[src/rtl/c3_bias_sender.sv]
// c3_bias_sender
//   Transmit side of the conv-3 bias load interface. A start request in IDLE
//   reads NW consecutive words from a synchronous bias ROM, starting at the
//   captured base address, and replays them as one contiguous burst on
//   c3_bias_en/c3_bias_data. After the burst the enable is held low for a
//   fixed gap so the receiver can clear its word counter, then o_done pulses.
//
// Ports
//   i_sclk, i_rst   clock (rising edge), asynchronous active-high reset
//   i_start, i_base start request (IDLE only) and first ROM address
//   o_busy, o_done  busy level and end-of-burst pulse to the layer controller
//   o_rom_en/addr   ROM read port, i_rom_data valid one cycle after o_rom_en
//   c3_bias_en/data bias word stream to the conv-3 bias buffer
module c3_bias_sender #(
    parameter int WD = 8,
    parameter int NW = 16,
    parameter int AW = 8
) (
    input  logic          i_sclk,
    input  logic          i_rst,
    input  logic          i_start,
    input  logic [AW-1:0] i_base,
    output logic          o_busy,
    output logic          o_done,
    output logic          o_rom_en,
    output logic [AW-1:0] o_rom_addr,
    input  logic [WD-1:0] i_rom_data,
    output logic          c3_bias_en,
    output logic [WD-1:0] c3_bias_data
);

    localparam int CW = $clog2(NW + 1);

    localparam logic [1:0] S_IDLE  = 2'd0;
    localparam logic [1:0] S_READ  = 2'd1;
    localparam logic [1:0] S_DRAIN = 2'd2;
    localparam logic [1:0] S_GAP   = 2'd3;

    logic [1:0]    state_q, state_d;
    logic [CW-1:0] cnt_q, cnt_d;      // reads issued so far in this burst
    logic          wcnt_q, wcnt_d;    // cycle index inside DRAIN / GAP
    logic          busy_q, busy_d;
    logic          done_q, done_d;
    logic          rom_en_q, rom_en_d;
    logic [AW-1:0] addr_q, addr_d;    // doubles as the captured base
    logic          rom_en_dly_q;      // ROM data valid on i_rom_data
    logic          bias_en_q;
    logic [WD-1:0] bias_data_q;

    always_comb begin
        state_d  = state_q;
        cnt_d    = cnt_q;
        wcnt_d   = wcnt_q;
        busy_d   = busy_q;
        done_d   = 1'b0;
        rom_en_d = 1'b0;
        addr_d   = addr_q;
        case (state_q)
            S_IDLE: begin
                if (i_start) begin
                    state_d  = S_READ;
                    busy_d   = 1'b1;
                    rom_en_d = 1'b1;
                    addr_d   = i_base;
                    cnt_d    = CW'(1);
                end
            end
            S_READ: begin
                // cnt_q counts reads already presented; the NW-th is on the
                // port this cycle, so stop issuing after it.
                if (cnt_q == CW'(NW)) begin
                    state_d = S_DRAIN;
                    wcnt_d  = 1'b0;
                end else begin
                    rom_en_d = 1'b1;
                    addr_d   = addr_q + AW'(1);   // wraps modulo 2^AW
                    cnt_d    = cnt_q + CW'(1);
                end
            end
            S_DRAIN: begin
                // Two cycles covering ROM latency plus the output register.
                if (wcnt_q) begin
                    state_d = S_GAP;
                    wcnt_d  = 1'b0;
                end else begin
                    wcnt_d = 1'b1;
                end
            end
            S_GAP: begin
                // Enable already low; o_done lands in the second gap cycle.
                if (!wcnt_q) begin
                    done_d = 1'b1;
                    wcnt_d = 1'b1;
                end else begin
                    state_d = S_IDLE;
                    busy_d  = 1'b0;
                    wcnt_d  = 1'b0;
                end
            end
            default: state_d = S_IDLE;
        endcase
    end

    always_ff @(posedge i_sclk or posedge i_rst) begin
        if (i_rst) begin
            state_q      <= S_IDLE;
            cnt_q        <= '0;
            wcnt_q       <= 1'b0;
            busy_q       <= 1'b0;
            done_q       <= 1'b0;
            rom_en_q     <= 1'b0;
            addr_q       <= '0;
            rom_en_dly_q <= 1'b0;
            bias_en_q    <= 1'b0;
            bias_data_q  <= '0;
        end else begin
            state_q      <= state_d;
            cnt_q        <= cnt_d;
            wcnt_q       <= wcnt_d;
            busy_q       <= busy_d;
            done_q       <= done_d;
            rom_en_q     <= rom_en_d;
            addr_q       <= addr_d;
            rom_en_dly_q <= rom_en_q;
            bias_en_q    <= rom_en_dly_q;
            if (rom_en_dly_q)
                bias_data_q <= i_rom_data;
        end
    end

    assign o_busy       = busy_q;
    assign o_done       = done_q;
    assign o_rom_en     = rom_en_q;
    assign o_rom_addr   = addr_q;
    assign c3_bias_en   = bias_en_q;
    assign c3_bias_data = bias_data_q;

endmodule
[config.mk]
export PLATFORM = sky130hd
export DESIGN_NAME = c3_bias_sender
export DESIGN_NICKNAME = d
export VERILOG_FILES = /design/src/rtl/c3_bias_sender.sv
export SDC_FILE = /design/constraint.sdc
export NUM_CORES = 1
export LEC_CHECK = 0
export ABC_AREA = 1
export CELL_PAD_IN_SITES_DETAIL_PLACEMENT = 1
export CELL_PAD_IN_SITES_GLOBAL_PLACEMENT = 1
export CORE_ASPECT_RATIO = 1.2
export CORE_MARGIN = 1
export CORE_UTILIZATION = 39
export CTS_BUF_LIST = sky130_fd_sc_hd__clkbuf_2
export CTS_CLUSTER_SIZE = 10
export DETAILED_ROUTE_END_ITERATION = 7
export GPL_TIMING_DRIVEN = 0
export HOLD_SLACK_MARGIN = 0.06
export PLACE_DENSITY_LB_ADDON = 0.05
export SETUP_SLACK_MARGIN = 0.1
export SYNTH_ARGS = -nofsm -noshare
export SYNTH_HDL_FRONTEND = slang
export SYNTH_SLANG_ARGS = --single-unit
[constraint.sdc]
create_clock -name i_sclk -period 2.6 [get_ports i_sclk]
set_input_delay 0.52 -clock i_sclk [delete_from_list [all_inputs] [get_ports i_sclk]]
set_output_delay 0.52 -clock i_sclk [all_outputs]
set_load 0.005 [all_outputs]
Word level (Yosys, flattened, before mapping) --
Index checks and enable logic that the tools add are counted.
Operators by class: add/subtract/negate cells 2, multipliers 0, div/mod/pow operators 0, magnitude comparators 0, equality and inequality tests 9, shift-type cells 0, muxes and demuxes 21, bitwise gates (word level) 0, reductions and logical operators 9
Operators with widths (number):
- 8-bit two-way mux | 2
- 8-bit case mux with 2 select lines | 1
- 5-bit two-way mux | 2
- 2-bit inequality test (second input constant) | 5
- 5-bit case mux with 2 select lines | 1
- 8-bit by 1-bit adder with 8-bit output (second input constant) | 1
- 2-bit two-way mux | 4
- 2-bit case mux with 4 select lines | 1
- 1-bit two-way mux | 7
- 1-bit case mux with 2 select lines | 3
- 3-bit AND reduction | 2
- 2-bit nonzero test | 3
- 5-bit by 1-bit adder with 5-bit output (second input constant) | 1
- 5-bit == test (second input constant) | 1
- 2-bit == test (second input constant) | 2
- 4-bit AND reduction | 1
- 2-bit by 1-bit == test with 1-bit output (second input constant) | 1
- 2-bit logical NOT | 1
- 2-bit AND reduction | 1
- 2-bit OR reduction | 1
Storage, ports and cells: flip-flop bits (word level) 29, bits in latches 0, bits in writable memories 0, bits in read-only memories 0, input port bits 19, output and inout port bits 20, word-level logic and storage cells 51, memories 0

Depth between registers and ports, before layout --
Gate-level depths: netlist of run 1.
depth in word-level cells 4, gate-level depth with buffers 9, mapped depth without buffers 9

Worst setup path after synthesis of run 1 --
OpenSTA, ideal clock, no wires.
path type register to register, start reg state_q[1], end reg addr_q[1], in the netlist o_rom_addr[1], setup time 127 ps, arrival time 1274 ps, required time 2473 ps, path slack 1199 ps, cell stages (with the launch flop) 8, path buffers 2, clock period less this slack 1401 ps, cells stage by stage dfrtp_1 inv_1 ha_1 buf_6 or2_1 nand3_2 buf_6 o21ai_0
On the way: longest elaborated chain between the ends 3, elaborated cells on any way between the ends 7, classes of those cells 3 x eq/ne; 1 x mux; 3 x reduce/logical
Ends and longest elaborated chain:
- start: declaration | line 39 | logic [1:0] state_q, state_d;
- start signal: assignment | line 117 | state_q <= state_d;
- 2-bit by 1-bit == test with 1-bit output or 2-bit logical NOT (tied branches) | line 58 | case (state_q)
- 2-bit inequality test (no source line) or 2-bit nonzero test (tied branches)
- 3-bit AND reduction (no source line)
- end signal: assignment | line 123 | addr_q <= addr_d;
- end: declaration | line 45 | logic [AW-1:0] addr_q, addr_d;
Several ways; a longest one is shown, not always the timed one. A chain may end at the register's enable or synchronous reset.

Worst setup path in the final report of run 1 --
start reg addr_q[2], in the netlist o_rom_addr[2], end out o_rom_addr[2]
RTL lines:
- end: declaration | line 26 | output logic [AW-1:0] o_rom_addr,
No word-level cell between the ends.

==> results of run 1 <==
cell families (layout without fill, tap and decap cells):
| kind of cell | count (synthesis) | after routing | synth area share, % |
|---|---|---|---|
| XOR/XNOR | 2 | 2 | 1.16 |
| AND/OR/NAND/NOR | 92 | 92 | 25.2 |
| buffers and inverters | 24 | 70 | 7.11 |
| AO/OA/AOI/OAI | 16 | 16 | 5.29 |
| multiplexers | 9 | 9 | 6.62 |
| flip-flops | 29 | 29 | 48.0 |
| adder cells (fa/ha/maj) | 8 | 8 | 6.62 |
final cells by class:
class	count	area (um^2)
multi-input cells	127	679
clock inverters	3	17.5
well taps	52	65.1
plain buffers	4	32.5
flip-flops and latches	29	726
repair buffers	38	380
inverters	20	75.1
clock buffers	5	25.0
fillers	462	1660
cell usage after synthesis, drive strengths merged:
cell type,count,area (um^2)
a21oi,2,10.0
inv,20,75.1
xnor2,1,8.76
buf,4,32.5
or2,3,18.8
nand2,55,206
ha,8,100
mux2,8,90.1
nand4,1,6.26
o21ai,14,70.1
nand3b,1,7.51
dfrtp,29,726
xor2,1,8.76
mux2i,1,10.0
nand3,14,75.1
nor2,18,67.6
sequential cells by signal (all words and copies together) (netlist names), 2 cells and up:
signal	cells
state_q	2
c3_bias_data	8
o_rom_addr	8
cnt_q	5
placed cells by master (no fill, tap or decap), drive strengths merged, types with 3 or more instances in the layout:
cell type,count
nor2,18
o21ai,14
clkdlybuf4s50,38
mux2,8
or2,3
buf,4
inv,20
clkinv,3
ha,8
nand3,14
clkbuf,5
dfrtp,29
nand2,55
metrics by stage:
| step | util [%] | instance area [um^2] | std cells |
|---|---|---|---|
| final | 54.6 | 2000 | 278 |
| after global routing | 54.6 | 2000 | 278 |
| after floorplan | - | 1510 | 180 |
| after global placement | 53.4 | 1960 | 270 |
| after detailed placement | 53.4 | 1960 | 270 |
| after CTS | 54.6 | 2000 | 278 |
power by group through the flow:
stage	Sequential (mW)	Combinational [mW]	Clock [mW]
after global routing	0.858	1.32	0.265
after floorplan	0.815	0.661	0
after global placement	0.815	1.13	0
final	0.822	1.17	0.235
after CTS	0.824	1.19	0.244
after detailed placement	0.837	1.19	0
worst paths after layout:
kind                                     from  depth (start not counted)               to
worst max-delay path            o_rom_addr[2]                          1    o_rom_addr[2]
worst min-delay path             rom_en_dly_q                          0       c3_bias_en
worst max register to register     state_q[1]                          8    o_rom_addr[5]
worst min register to register   rom_en_dly_q                          0       c3_bias_en
max in group asynchronous               i_rst                          2    o_rom_addr[5]
min in group asynchronous               i_rst                          2  c3_bias_data[1]
layer usage:
layer / GRT usage, % / vias up
met5: 0 / -
met4: 7.94 / 0
met3: 5.37 / 6
met2: 36.7 / 33
met1: 23.8 / 624
li1: - / 656
==> flow_results.xml, run 1 <==
<?xml version="1.0" encoding="UTF-8"?>
<metrics>
  <group name="logic_synthesis">
    <metric name="syn_avg_cell_area" unit="um^2">8.40</metric>
    <metric name="yosys_warnings" unit="">0</metric>
    <metric name="synth_seq_area_share" unit="%">48.0</metric>
    <metric name="syn-num-nets" unit="">207</metric>
    <metric name="synthesis.area" unit="um^2">1510</metric>
    <metric name="post_synth_inst_count" unit="">180</metric>
    <metric name="number_of_synthesized_register_bits" unit="">29</metric>
    <metric name="netlist-cell-type-count" unit="">21</metric>
  </group>
  <group name="clock_network">
    <metric name="post_cts_resize_count" unit="">0</metric>
    <metric name="tritoncts_num_sinks" unit="">29</metric>
    <metric name="clk_pin_slew_worst_paths" unit="ps">170</metric>
    <metric name="post-cts-setup-buffer-count" unit="">0</metric>
    <metric name="clock_tree_from_tritoncts" unit="">done</metric>
    <metric name="htree_levels" unit="">2</metric>
    <metric name="clk-insertion-delay-late" unit="ps">370</metric>
    <metric name="clock_root_buffer" unit="">sky130_fd_sc_hd__clkbuf_2</metric>
    <metric name="cts_buffer_depth" unit="">2</metric>
    <metric name="cts_hold_bufs" unit="">0</metric>
    <metric name="cts-buffers-inserted" unit="">5</metric>
  </group>
  <group name="global_routing">
    <metric name="grt_overflow_total" unit="">0</metric>
    <metric name="first_global_vias" unit="">1497</metric>
    <metric name="first_pass_grt_wire_length" unit="um">6490</metric>
    <metric name="grt_max_degree" unit="">30</metric>
    <metric name="global_route.usage.total" unit="%">21.0</metric>
    <metric name="initial_antenna_violation_count" unit="">0</metric>
  </group>
  <group name="placement">
    <metric name="post-place-ws" unit="ps">710</metric>
    <metric name="place.gp.congestion" unit="">0.742</metric>
    <metric name="port_buffers" unit="">38</metric>
    <metric name="hpwlAfterDp" unit="um">2840</metric>
  </group>
  <group name="floorplanning">
    <metric name="fp.coreArea" unit="um^2">3660</metric>
    <metric name="placement_rows" unit="">24</metric>
    <metric name="die_area" unit="um^2">4130</metric>
    <metric name="floorplan.io_pins" unit="">39</metric>
    <metric name="initial_standard_cell_utilization_of_the_core" unit="%">41.3</metric>
    <metric name="die_span_in_y" unit="um">70.2</metric>
    <metric name="die_x" unit="um">58.9</metric>
  </group>
  <group name="route">
    <metric name="met2WireLength" unit="um">1870</metric>
    <metric name="route.antenna.remaining_nets" unit="">0</metric>
    <metric name="detail_route.iter0.violations" unit="">39</metric>
    <metric name="average_detailed_routed_wire_length_per_instance" unit="um">13.3</metric>
    <metric name="met1Wirelength" unit="um">1570</metric>
    <metric name="wl" unit="um">3710</metric>
    <metric name="top_signal_layer_used" unit="">met4</metric>
    <metric name="met3_wirelength" unit="um">205</metric>
    <metric name="vias" unit="">1319</metric>
    <metric name="drt-pass1-iter-count" unit="">4</metric>
    <metric name="avgViaCountPerCell" unit="">4.74</metric>
    <metric name="drc" unit="">0</metric>
  </group>
  <group name="sta">
    <metric name="grt_setup_unrepaired" unit="">false</metric>
    <metric name="slew-limit-headroom" unit="%">24.4</metric>
    <metric name="finalSetupViolCount" unit="">0</metric>
    <metric name="final-hold-violation-count" unit="">0</metric>
    <metric name="finalMaxSlewViolations" unit="">0</metric>
    <metric name="post_route_clock_skew" unit="ps">19.0</metric>
    <metric name="final_min_period_over_clock_period" unit="%">75.3</metric>
    <metric name="finalWorstPathRequiredPeriod" unit="ps">1960</metric>
    <metric name="fmaxAchievable" unit="MHz">511</metric>
    <metric name="finalHoldWorstSlack" unit="ps">395</metric>
    <metric name="tightest_slew" unit="ps">1130</metric>
    <metric name="setup_tns" unit="ps">0</metric>
    <metric name="fin_ws" unit="ps">642</metric>
  </group>
  <group name="finish">
    <metric name="area_growth_syn_to_layout" unit="%">32.3</metric>
    <metric name="drive_above_1_share" unit="%">10.2</metric>
    <metric name="nNetsFinal" unit="">252</metric>
    <metric name="antennaDiodeCount" unit="">0</metric>
  </group>
  <group name="critical_path">
    <metric name="r2r_slack" unit="ps">980</metric>
    <metric name="cp_top_family" unit="">buffers and inverters</metric>
    <metric name="critPathRequiredTime" unit="ps">2080</metric>
    <metric name="worst_path_largest_cell_delay" unit="ps">550</metric>
    <metric name="critical_path_arrival" unit="ps">1440</metric>
    <metric name="crit_path_cell_chain" unit="">clkdlybuf4s50_1</metric>
    <metric name="crit_path_max_fanout" unit="">8</metric>
    <metric name="start_kind" unit="">flop</metric>
    <metric name="cp_num_buf_inv" unit="">1</metric>
    <metric name="cp_slowest_cell" unit="">sky130_fd_sc_hd__clkdlybuf4s50_1</metric>
    <metric name="timing.critical_path.to_type" unit="">primary output</metric>
    <metric name="critPathKind" unit="">flop to primary output</metric>
  </group>
  <group name="hold_path">
    <metric name="hold_path.class" unit="">flop to flop</metric>
  </group>
  <group name="pwr">
    <metric name="power_report.internal_total" unit="mW">1.31</metric>
    <metric name="net-switching-power" unit="mW">0.914</metric>
    <metric name="powerDensity" unit="nW/um^2">1110</metric>
    <metric name="proportion_of_power_drawn_by_flip_flops_and_latches" unit="%">36.9</metric>
    <metric name="power.share.switching" unit="%">41.0</metric>
    <metric name="power.total" unit="mW">2.23</metric>
    <metric name="irDropWorstVdd" unit="mV">0.595</metric>
    <metric name="power_frac_clock" unit="%">10.6</metric>
    <metric name="power.leakage" unit="nW">0.955</metric>
    <metric name="comb_power_share" unit="%">52.5</metric>
  </group>
  <group name="run_status">
    <metric name="outcome" unit="">completed</metric>
  </group>
  <group name="job">
    <metric name="maxCapViolations" unit="">0</metric>
  </group>
</metrics>
(Power assumes the default switching activity.)
==> run 2: changes to the inputs <==
--- a/config.mk
+++ b/config.mk
@@ -10,7 +10,7 @@
 export CELL_PAD_IN_SITES_GLOBAL_PLACEMENT = 1
 export CORE_ASPECT_RATIO = 1.2
 export CORE_MARGIN = 1
-export CORE_UTILIZATION = 39
+export CORE_UTILIZATION = 37
 export CTS_BUF_LIST = sky130_fd_sc_hd__clkbuf_2
 export CTS_CLUSTER_SIZE = 10
 export DETAILED_ROUTE_END_ITERATION = 7
==> constraint.sdc (replaced) <==
create_clock -name i_sclk -period 1.9 [get_ports i_sclk]
set_input_delay 0.38 -clock i_sclk [delete_from_list [all_inputs] [get_ports i_sclk]]
set_output_delay 0.38 -clock i_sclk [all_outputs]
set_load 0.005 [all_outputs]
==> flow_results.xml, run 2 (same netlist as run 1, synthesis figures left out) <==
<?xml version="1.0" encoding="UTF-8"?>
<metrics>
  <group name="run_status">
    <metric name="outcome" unit="">completed</metric>
  </group>
  <group name="clock_network">
    <metric name="htree_levels" unit="">2</metric>
    <metric name="clock_root_buffer" unit="">sky130_fd_sc_hd__clkbuf_2</metric>
    <metric name="clk_pin_slew_worst_paths" unit="ps">160</metric>
    <metric name="tritoncts_num_sinks" unit="">29</metric>
    <metric name="clk-insertion-delay-late" unit="ps">360</metric>
    <metric name="cts_buffer_depth" unit="">2</metric>
    <metric name="clock_tree_from_tritoncts" unit="">done</metric>
    <metric name="cts-buffers-inserted" unit="">5</metric>
  </group>
  <group name="pwr">
    <metric name="power.share.switching" unit="%">40.2</metric>
    <metric name="power_report.internal_total" unit="mW">1.82</metric>
    <metric name="power.leakage" unit="nW">0.955</metric>
    <metric name="net-switching-power" unit="mW">1.22</metric>
    <metric name="proportion_of_power_drawn_by_flip_flops_and_latches" unit="%">36.9</metric>
    <metric name="comb_power_share" unit="%">52.9</metric>
    <metric name="powerDensity" unit="nW/um^2">1510</metric>
    <metric name="irDropWorstVdd" unit="mV">0.578</metric>
    <metric name="power_frac_clock" unit="%">10.3</metric>
  </group>
  <group name="critical_path">
    <metric name="r2r.worst_path.cells" unit="">8</metric>
    <metric name="r2r_slack" unit="ps">310</metric>
    <metric name="r2r_start" unit="">state_q[1]</metric>
    <metric name="cp_top_family" unit="">buffers and inverters</metric>
    <metric name="start_kind" unit="">flop</metric>
    <metric name="r2r-end" unit="">cnt_q[0]</metric>
    <metric name="crit_path_cell_chain" unit="">clkdlybuf4s50_1</metric>
    <metric name="cp-startpoint" unit="">o_rom_addr[2]</metric>
    <metric name="cp_num_buf_inv" unit="">1</metric>
    <metric name="cp_slowest_cell" unit="">sky130_fd_sc_hd__clkdlybuf4s50_1</metric>
    <metric name="number_of_cells_on_the_critical_path" unit="">1</metric>
    <metric name="critPathKind" unit="">flop to primary output</metric>
    <metric name="critPathRequiredTime" unit="ps">1520</metric>
    <metric name="critical_path_arrival" unit="ps">1350</metric>
    <metric name="worst_path_largest_cell_delay" unit="ps">520</metric>
    <metric name="cp-endpoint" unit="">o_rom_addr[2]</metric>
    <metric name="timing.critical_path.to_type" unit="">primary output</metric>
    <metric name="crit_path_max_fanout" unit="">8</metric>
  </group>
  <group name="placement">
    <metric name="place.gp.congestion" unit="">0.810</metric>
    <metric name="hpwlAfterDp" unit="um">2820</metric>
    <metric name="post-place-ws" unit="ps">71.8</metric>
    <metric name="placedInstanceArea" unit="um^2">1960</metric>
    <metric name="port_buffers" unit="">38</metric>
  </group>
  <group name="finish">
    <metric name="non_filler_cell_area_final" unit="um^2">2010</metric>
    <metric name="leading_cell_type_in_the_layout_fill_and_taps_excluded" unit="">sky130_fd_sc_hd__nand2_1</metric>
    <metric name="drive_above_1_share" unit="%">12.3</metric>
    <metric name="antennaDiodeCount" unit="">0</metric>
    <metric name="area_growth_syn_to_layout" unit="%">33.2</metric>
    <metric name="nNetsFinal" unit="">253</metric>
    <metric name="final_cell_mix" unit="">sky130_fd_sc_hd__nand2_1, sky130_fd_sc_hd__clkdlybuf4s50_1, sky130_fd_sc_hd__dfrtp_1</metric>
  </group>
  <group name="floorplanning">
    <metric name="die_area" unit="um^2">4350</metric>
    <metric name="initial_standard_cell_utilization_of_the_core" unit="%">38.4</metric>
    <metric name="fp.coreArea" unit="um^2">3940</metric>
    <metric name="die_x" unit="um">60.4</metric>
    <metric name="placement_rows" unit="">25</metric>
    <metric name="die_span_in_y" unit="um">72.0</metric>
    <metric name="floorplan.io_pins" unit="">39</metric>
  </group>
  <group name="global_routing">
    <metric name="global_route.usage.total" unit="%">19.0</metric>
    <metric name="first_pass_grt_wire_length" unit="um">6160</metric>
    <metric name="grt_overflow_total" unit="">0</metric>
    <metric name="first_global_vias" unit="">1420</metric>
    <metric name="grt_max_degree" unit="">30</metric>
    <metric name="initial_antenna_violation_count" unit="">0</metric>
  </group>
  <group name="sta">
    <metric name="grt_setup_unrepaired" unit="">false</metric>
    <metric name="finalMaxSlewViolations" unit="">0</metric>
    <metric name="setup_tns" unit="ps">0</metric>
    <metric name="final_min_period_over_clock_period" unit="%">90.9</metric>
    <metric name="slew-limit-headroom" unit="%">25.5</metric>
    <metric name="finalHoldWorstSlack" unit="ps">400</metric>
    <metric name="fin_ws" unit="ps">173</metric>
    <metric name="final-hold-violation-count" unit="">0</metric>
    <metric name="tightest_slew" unit="ps">1120</metric>
    <metric name="finalSetupViolCount" unit="">0</metric>
    <metric name="post_route_clock_skew" unit="ps">5.58</metric>
    <metric name="fmaxAchievable" unit="MHz">579</metric>
    <metric name="finalWorstPathRequiredPeriod" unit="ps">1730</metric>
  </group>
  <group name="route">
    <metric name="avgViaCountPerCell" unit="">4.70</metric>
    <metric name="average_detailed_routed_wire_length_per_instance" unit="um">12.7</metric>
    <metric name="drc" unit="">0</metric>
    <metric name="drt-pass1-iter-count" unit="">4</metric>
    <metric name="detail_route.iter0.violations" unit="">56</metric>
    <metric name="route.antenna.remaining_nets" unit="">0</metric>
    <metric name="vias" unit="">1321</metric>
    <metric name="wl" unit="um">3580</metric>
  </group>
  <group name="hold_path">
    <metric name="hold_path.class" unit="">flop to flop</metric>
    <metric name="min-delay-start" unit="">rom_en_dly_q</metric>
  </group>
  <group name="job">
    <metric name="maxCapViolations" unit="">0</metric>
  </group>
</metrics>
==> run 2: cell types whose count changed in the layout (fill, tap and decap cells not counted), sizes merged <==
| cell | before | now |
|---|---|---|
| buf | 4 | 5 |
| clkinv | 3 | 2 |
| clkinvlp | 0 | 1 |
==> run 2: through the flow <==
stage / cells / utilization (%) / total power [mW]
6_report: 281 / 51.1 / 3.04
5_1_grt: 281 / 51.1 / 3.35
4_1_cts: 280 / 50.9 / 3.09
3_5_place_dp: 272 / 49.7 / 2.76
2_1_floorplan: 180 / - / 2.02
3_3_place_gp: 272 / 49.7 / 2.66
==> run 2: power groups by stage <==
stage	clock (mW)	combinational, mW	sequential, mW
after floorplan	0	0.904	1.12
after global placement	0	1.54	1.12
after detailed placement	0	1.62	1.15
after CTS	0.336	1.62	1.13
after global routing	0.350	1.84	1.16
final	0.313	1.61	1.12
==> run 2: what timing repair did <==
| action | in CTS | in global routing |
|---|---|---|
| hold buffers | 0 | 0 |
| setup endpoints to repair | 1 | 3 |
| setup buffers | 0 | 1 |
| gates resized for setup | 1 | 2 |
==> run 2: cell type report <==
class / count / area (um^2)
multi-input combinational: 127 / 679
buffer: 4 / 32.5
clock inverter: 3 / 17.5
inverter: 20 / 75.1
fill: 510 / 1930
tap: 54 / 67.6
clock buffer: 5 / 25.0
timing repair buffer: 39 / 388
sequential: 29 / 729
==> run 2: worst register-to-register path, stage by stage, from the launching register on <==
cell and delay [ps]:
sky130_fd_sc_hd__dfrtp_1 410, sky130_fd_sc_hd__inv_1 100, sky130_fd_sc_hd__ha_1 200, sky130_fd_sc_hd__buf_6 130
sky130_fd_sc_hd__or2_1 230, sky130_fd_sc_hd__nand3_2 150, sky130_fd_sc_hd__inv_2 120, sky130_fd_sc_hd__nand2_1 70
sky130_fd_sc_hd__o21ai_0 70
==> run 2: metal layers <==
layer / wire (um) / share of wire, % / global-route usage, %
met4: 51 / 1.4 / 6.98
met5: 0 / 0 / 0
met3: 149 / 4.2 / 4.46
met1: 1460 / 41 / 21.1
met2: 1910 / 54 / 34.3
==> run 2: worst min path at each step <==
stage | depth (start not counted) | slack [ps] | endpoint
6_report | 0 | 400 | c3_bias_en
5_1_grt | 0 | 420 | rom_en_dly_q
4_1_cts | 0 | 420 | rom_en_dly_q
3_5_place_dp | 0 | 370 | c3_bias_en
3_3_place_gp | 0 | 350 | c3_bias_en
2_1_floorplan | 0 | 350 | c3_bias_en
